==> config.mk <==
export PLATFORM = sky130hd
export DESIGN_NAME = counter_mod_updown
export DESIGN_NICKNAME = d
export VERILOG_FILES = /design/src/rtl/counter_mod_updown.sv
export SDC_FILE = /design/constraint.sdc
export NUM_CORES = 1
export LEC_CHECK = 0
export CORE_ASPECT_RATIO = 1.2
export CORE_UTILIZATION = 45
export DETAILED_ROUTE_END_ITERATION = 8
export PLACE_DENSITY = 0.74
export SLEW_MARGIN = 10
export SYNTH_ARGS = -nofsm -noshare
export SYNTH_HDL_FRONTEND = slang
export SYNTH_SLANG_ARGS = --single-unit
==> constraint.sdc <==
create_clock -name clk -period 4.26 [get_ports clk]
set_input_delay 0.852 -clock clk [delete_from_list [all_inputs] [get_ports clk]]
set_output_delay 0.852 -clock clk [all_outputs]
set_load 0.02 [all_outputs]
==> src/rtl/counter_mod_updown.sv <==
// Up/down modulo counter with prescaler, synchronous clear/load, wrap or saturate
// at the bounds, a one-cycle terminal-count pulse and a sticky overflow flag.
module counter_mod_updown #(
    parameter int     WIDTH    = 8,
    parameter longint MODULUS  = 256,
    parameter int     SATURATE = 0,
    parameter int     PRESCALE = 1
) (
    input  logic             clk,
    input  logic             reset_n,
    input  logic             ena,
    input  logic             up_dn,
    input  logic             clr,
    input  logic             load,
    input  logic [WIDTH-1:0] load_val,
    output logic [WIDTH-1:0] result,
    output logic             tc,
    output logic             ovf
);

    localparam int               PS_W    = (PRESCALE > 1) ? $clog2(PRESCALE) : 1;
    localparam logic [PS_W-1:0]  PS_LAST = PS_W'(PRESCALE - 1);
    localparam logic [WIDTH-1:0] MAX_VAL = WIDTH'(MODULUS - 1);

    logic [PS_W-1:0]  presc;
    logic [WIDTH-1:0] step_next;
    logic             at_bound;
    logic             step_now;

    // Comparing against MAX_VAL keeps the test in WIDTH bits even when MODULUS = 2**WIDTH.
    function automatic logic [WIDTH-1:0] clamp_load(input logic [WIDTH-1:0] v);
        return (v > MAX_VAL) ? MAX_VAL : v;
    endfunction

    function automatic logic [WIDTH-1:0] step_value(input logic [WIDTH-1:0] cur,
                                                    input logic dir);
        logic [WIDTH-1:0] nxt;
        if (dir) begin
            if (cur == MAX_VAL)
                nxt = (SATURATE != 0) ? cur : '0;
            else
                nxt = cur + WIDTH'(1);
        end else begin
            if (cur == '0)
                nxt = (SATURATE != 0) ? cur : MAX_VAL;
            else
                nxt = cur - WIDTH'(1);
        end
        return nxt;
    endfunction

    always_comb begin
        step_next = step_value(result, up_dn);
        at_bound  = up_dn ? (result == MAX_VAL) : (result == '0);
        step_now  = ena && (presc == PS_LAST);
    end

    always_ff @(posedge clk or negedge reset_n) begin
        if (!reset_n) begin
            result <= '0;
            presc  <= '0;
            tc     <= 1'b0;
            ovf    <= 1'b0;
        end else if (clr) begin
            result <= '0;
            presc  <= '0;
            tc     <= 1'b0;
            ovf    <= 1'b0;
        end else if (load) begin
            result <= clamp_load(load_val);
            presc  <= '0;
            tc     <= 1'b0;
        end else begin
            tc <= 1'b0;
            if (step_now) begin
                presc  <= '0;
                result <= step_next;
                if (at_bound) begin
                    tc  <= 1'b1;
                    ovf <= 1'b1;
                end
            end else if (ena) begin
                presc <= presc + PS_W'(1);
            end
        end
    end

endmodule

==> results.md <==
- The critical path in this run is classified as in2reg.
- The via count of the first global-routing pass was 867.
- The peak ir drop on the vdd network is 116 µV.
- The iteration-0 DRC count of the detailed router is 45.
- The setup slack of the critical path after layout is 1.68 ns.
- Cells fill 59.0% of the core in the end.
- Once detailed placement completed, the half-perimeter wirelength came to 1820 µm.
- The depth of the CTS H-tree is 1.
- Clock-pin slew was measured on the worst setup and hold paths at 0.08 ns.
- The net total in the final layout is 154.
- The number of CTS-inserted buffers is 3.
- Pin placement for this block handled 24 I/O pins.
- STA classifies the critical path endpoint as a flop.
- The count of flip-flops with a built-in enable after synthesis is 0.
- After detailed routing, the total wire length is 2640 µm.
- Among all flip-flop cells after synthesis, the most frequent one is dfrtp_1.
- The required time reported for the critical path endpoint is 4.43 ns.
- The first detailed-routing pass ran for 4 iterations.
- Counting along the longest clock path gives a buffer depth of 2.
- During synthesis, Yosys emitted a total of 0 warnings.
- After synthesis, the largest area contributor takes up 26.9% of total cell area.
- The number of nets with antenna violations after detailed routing is 0.
- The post-synthesis share of cell area spent on and, or, nand and nor gates is 26.8%.
- Setup repair after global routing left no endpoint under its margin.
- The leakage power total is 0.000461 µW.
- The routed layout has 995 vias.
- The flow ran to the end, and the final reports show no timing, DRC or antenna violations.
- Measured against its own limit, the worst slew margin works out to 62.3%.
- The share of synthesized area spent on multiplexers is 1.10%.
- Summing the areas of all compound-gate instances in the mapped netlist gives 26.8% of the synthesized area.
- The placement row count is 18.
- The power per cell area is 256 nW/µm².
- The number of max-slew violations in the final report is 0.
- Port buffering added 23 buffers.
- Sorting the synthesized cells by how often they occur yields 11 x dfrtp_1, 9 x nand2_1, 8 x nor2_1, 7 x inv_1.
- The filler cells instantiated in the layout total 208.
- Yosys mapped the design onto 49 distinct sky130hd cell types.
- In this run the vertical extent of the chip is 54.2 µm.
- Static timing analysis puts the maximum clock frequency at 0.388 GHz.
- Between clock sinks in the finished design, the worst skew comes to 0.00320 ns.
- The master cell of the clock root buffer is clkbuf_4.
- The minimum clock period is 2.58 ns.
- The ratio of cells with drive above 1 in the final layout is 8.82%.
- Summed over all layers, the global routing overflow is 0.
- The class of the most critical hold timing path is reg2reg.
- The start point of the worst min-delay path is ovf.
- The die covers 2470 µm².
- The most repeated cell in the gate-level netlist after synthesis is dfrtp_1.
- The final critical-path share of the clock period is 60.5%.
- The endpoint arrival time on the critical path is 2.75 ns.
- Global routing used 24.1% of the available tracks.
- The number of inserted diodes is 0.
- The number of vias per cell is 5.99.
- The number of nets handed over by synthesis was 137.
- The source of the critical timing path is up_dn.
- In the routed design, unresolved DRC markers number 0.
- The post-cts hold buffer count is 0.
- The routability congestion estimate from global placement is 0.912.
- The share of flip-flops with an asynchronous set or reset is 100%.
- Buffers added to address setup during post-CTS repair amount to 0.
- The count of final setup violators is 0.
- The clock tree from TritonCTS is built.
- The part of the Yosys area used for sequential elements is 26.9%.
- The initial antenna violation count was 0.
- Entering global routing, the biggest net connects 17 pins.
- Summing the areas of all xor and xnor instances in the mapped netlist gives 3.43% of the synthesized area.
- The worst setup path is launched from a primary input.
- The largest driver fanout on the critical path is 16.
- The synthesized design spends more area on one cell type than any other, namely dfrtp_1.
- The insertion delay of the later-clocked pin in the worst-skew pair is 0.28 ns.
- The core region is 2090 µm².
- The wire length per cell after detailed routing is 15.9 µm.
- The area growth from synthesis to layout is 20.8%.
- After routing, the total negative slack on setup checks comes to 0 ns.
- Synthesis produced 120 cells.
- The critical register-to-register path startpoint is result[0].
- The post-placement setup slack is 1.40 ns.
- The count of endpoints failing hold in the final timing report was 0.
- After Yosys synthesis, full adders, half adders and majority gates account for 3.67% of the synthesized area.
- Across the run, the number of max-cap violations was 0.
- The die is 45.5 µm wide.
- The total clock sinks is 11.
- At the pin with the least slew margin, the transition time is 0.564 ns.
- In this run, post-CTS repair resized a total of 0 instances.
- By area, the combinational part of the netlist is dominated by compound AO/OA/AOI/OAI gates.
- The netlist area before placement is 1020 µm².
- The initial standard-cell utilization of the core is 48.8%.
- By area the synthesized netlist is led by dfrtp_1 27%, buf_6 4.4%, ha_1 3.7%, nand2_1 3.3%, nor2b_1 3.1%.
- The flip-flop and latch count after synthesis is 11.
- The wire length of the first global-routing pass is 4250 µm.
- The synthesized area divided by synthesized cell count is 8.52 µm².
## worst max-delay path, stage by stage
cell	delay [ns]
clkdlybuf4s50_1	0.79
mux2_2	0.39
a221oi_1	0.31
a211oi_1	0.10
a2111oi_2	0.30
## power breakdown
part           leakage, µW  internal [µW]  switching, µW  total (µW)
Combinational     0.000300           54.3           55.0         109
Clock            0.0000150           36.4           39.8        76.2
Sequential        0.000147            111           19.7         130
Total             0.000461            201            115         316
## per-layer routing
metal	GRT usage (%)	vias to the layer above	part of all wire (%)	wire, µm
li1	-	483	-	-
met5	0	-	0	0
met2	33.3	34	47	1230
met3	1.98	5	4.8	126
met1	35.2	473	46	1220
met4	15.7	0	2.2	57
## final cells by class
| class | instances | area (µm²) | area share [%] |
|---|---|---|---|
| Timing Repair Buffer | 24 | 238 | 19.3 |
| Tap cell | 30 | 37.5 | 3.04 |
| Inverter | 7 | 26.3 | 2.13 |
| Multi-Input combinational cell | 90 | 632 | 51.2 |
| Sequential cell | 11 | 275 | 22.3 |
| Clock buffer | 4 | 26.3 | 2.13 |
## final timing paths
check	end	slack, ns	depth (start not counted)
worst max register to register	result[2]	2.20	6
worst min-delay path	ovf	0.54	2
worst max-delay path	result[2]	1.68	5
max in group asynchronous	result[1]	2.97	1
min in group asynchronous	ovf	0.93	1
worst min register to register	ovf	0.54	2
## registers in the layout, summed over array words and instances (netlist names)
signal  count
presc       1
tc          1
ovf         1
result      8
## layout by cell type (no fill, tap or decap), types with 4 or more instances in the layout
master,count
o21ai_0,4
nor2b_1,5
nand2_1,9
nor2_1,8
a21oi_1,5
clkdlybuf4s50_1,23
dfrtp_1,11
inv_1,7
## kinds of logic (layout without fill, tap and decap cells)
| kind of cell | Yosys count | in the layout |
|---|---|---|
| simple gates | 45 | 45 |
| compound gates | 37 | 37 |
| buf+inv | 19 | 35 |
| flops | 11 | 11 |
| xor+xnor | 4 | 4 |
| fa+ha+maj | 3 | 3 |
| mux | 1 | 1 |
## metrics by stage
| step | cells | instance area [µm²] | total power (µW) | hold slack [ns] |
|---|---|---|---|---|
| after floorplan | 120 | 1020 | 204 | 0.548 |
| after global routing | 166 | 1230 | 331 | 0.541 |
| final | 166 | 1230 | 316 | 0.543 |
| after global placement | 162 | 1210 | 238 | 0.550 |
| after detailed placement | 162 | 1210 | 240 | 0.528 |
| after CTS | 166 | 1230 | 316 | 0.540 |
No activity file was read; power rests on OpenSTA's default activity.
==> edit: new RTL, same flow settings <==
The parameter `SATURATE` goes from 0 to 1.
--- a/src/rtl/counter_mod_updown.sv
+++ b/src/rtl/counter_mod_updown.sv
@@ -3,7 +3,7 @@
 module counter_mod_updown #(
     parameter int     WIDTH    = 8,
     parameter longint MODULUS  = 256,
-    parameter int     SATURATE = 0,
+    parameter int     SATURATE = 1,
     parameter int     PRESCALE = 1
 ) (
     input  logic             clk,
Behaviour: not the same (a bounded check fails within 4 cycles, from zero or initial values and one cycle with reset_n low).
==> edit against the unedited design <==
Clock skew rose by 0.0011 ns. Sequential cell count unchanged. Total power grew 9.3%. Hold slack worse by 0.060 ns. Sequential power decreased by 3%. Combinational power rose by 36%. Final area down 0.40%. Die area fell by 4.7%. Area after synthesis decreased by 4.9%. Worst setup slack lost 0.54 ns. Sequential share of layout area rose by 0.091 points. Routed wire length is 10% lower. Critical endpoint is now result[6].
==> edit: results (changes against the unedited design) <==
outcome=finished, final reports clean; initial antenna violation count=0 (unchanged); largest net degree at the start of global routing=12 (-5); Final HPWL DP=1832 um (+0.58%); vias in the first global route=815 (-6.0%); reg-to-reg startpoint=result[0]; GRT Overall Usage=22.59% (-1.5 points); M1 WL=1051 um (-14%); # Post-CTS Setup Buffers=0 (unchanged); layout cells sized above 1=6.923% (-1.9 points); Syn. warnings=0 (unchanged); met3 WL=94 um (-25%); syn_nets=130 (-5.1%); slowest stage delay, CP=0.70 ns (-0.09 ns); Synth cell types=41 (-16%); drt wl/cell=14.81 um (-6.7%); worst-margin pin slew=0.5189 ns (-0.04467 ns); vias per cell=5.650 (-5.7%); met2 WL=1224 um (-0.41%); Min-Delay Startpoint=ovf; Reg clk slew, reported paths=0.07 ns; Lkg Pwr=0.5416 nW (+17%); VDD IR max=243.5 uV (+110%); critical path arrival=3.30 ns (+0.55 ns); total CTS buffers=3 (unchanged); DR pass1 iterations=4 (unchanged); Synth area leaders=dfrtp_1 28%, ha_1 7.7%, mux2i_1 7.2%, a211oi_1 4.6%, xnor2_1 3.6%; Cells on Worst Hold Path=1 (-1); sequential area share after synthesis=28.31% (+1.4 points); worst-path maximum fanout=11 (-5); first-pass GRT wire length=3864 um (-9.1%); initial DRC count=21 (-53%); Gates resized, CTS repair=0 (unchanged); Final nets=152 (-1.3%); final setup skew=0.004269 ns (+0.001065 ns); Filler cells=188 (-9.6%); top cells by count, synth=11 x dfrtp_1, 9 x nor2_1, 7 x mux2i_1; Root Buffer=clkbuf_4; GP Congestion=0.9129 (+0.15%); top sig layer=met3; async set-reset flop share out of synthesis=100.0% (unchanged)
edit: cell types whose count changed after synthesis, sizes merged, moves of 3 or more:
| cell | before | now |
|---|---|---|
| a21o | 1 | 4 |
| nand3 | 2 | 5 |
| xnor2 | 1 | 4 |
| o211ai | 3 | 0 |
| nand2 | 9 | 4 |
| a211oi | 2 | 6 |
| mux2i | 0 | 7 |
| and4 | 3 | 0 |
| nor4b | 3 | 0 |
| buf | 11 | 3 |
| ha | 3 | 6 |
| nor3 | 2 | 5 |
edit: kinds of logic (layout without fill, tap and decap cells):
| family | count (synthesis) | after routing | synth area share (%) |
|---|---|---|---|
| AO/OA/AOI/OAI | 28 | 28 | 20.59 |
| XOR/XNOR | 5 | 5 | 4.504 |
| flip-flops | 11 | 11 | 28.31 |
| AND/OR/NAND/NOR | 39 | 39 | 23.55 |
| adder cells (fa/ha/maj) | 7 | 7 | 9.781 |
| multiplexers | 7 | 7 | 7.207 |
| buffers and inverters | 12 | 33 | 6.048 |
edit: layout make-up:
cell class                      count  share of cell area [%]
Multi-Input combinational cell     86                   51.88
Sequential cell                    11                   22.38
Timing Repair Buffer               23                   18.72
Tap cell                           30                   3.052
Clock buffer                        4                   2.136
Inverter                            6                   1.831
edit: path summary, 6_finish.rpt:
path	slack (ns)	end
hold reg to reg	0.48	ovf
setup reg to reg	2.21	result[6]
setup / recovery	1.14	result[6]
max in group asynchronous	3.02	result[1]
min in group asynchronous	0.91	result[7]
hold / removal	0.48	ovf
edit: metrics by stage:
step	area (um^2)	worst slack, ns	total power [mW]	hold WS [ns]	cells
floorplan	972.2	1.684	0.2257	0.5172	109
detailed placement	1204	0.8915	0.2759	0.4693	156
CTS	1230	1.167	0.3498	0.4861	160
finish	1230	1.140	0.3454	0.4829	160
global route	1230	0.9305	0.3709	0.5055	160
global placement	1204	0.9446	0.2717	0.4655	156
edit: where the power goes:
part,switching (mW),internal [mW],total (mW)
Clock,0.0349,0.0363,0.0712
Combinational,0.0759,0.0720,0.148
Sequential,0.0142,0.112,0.126
Total,0.125,0.220,0.345
edit: layer usage:
layer,GRT usage [%],vias to the layer above
met5,0,-
li1,-,449
met2,37.01,25
met4,3.030,0
met1,30.92,430
met3,5.119,0
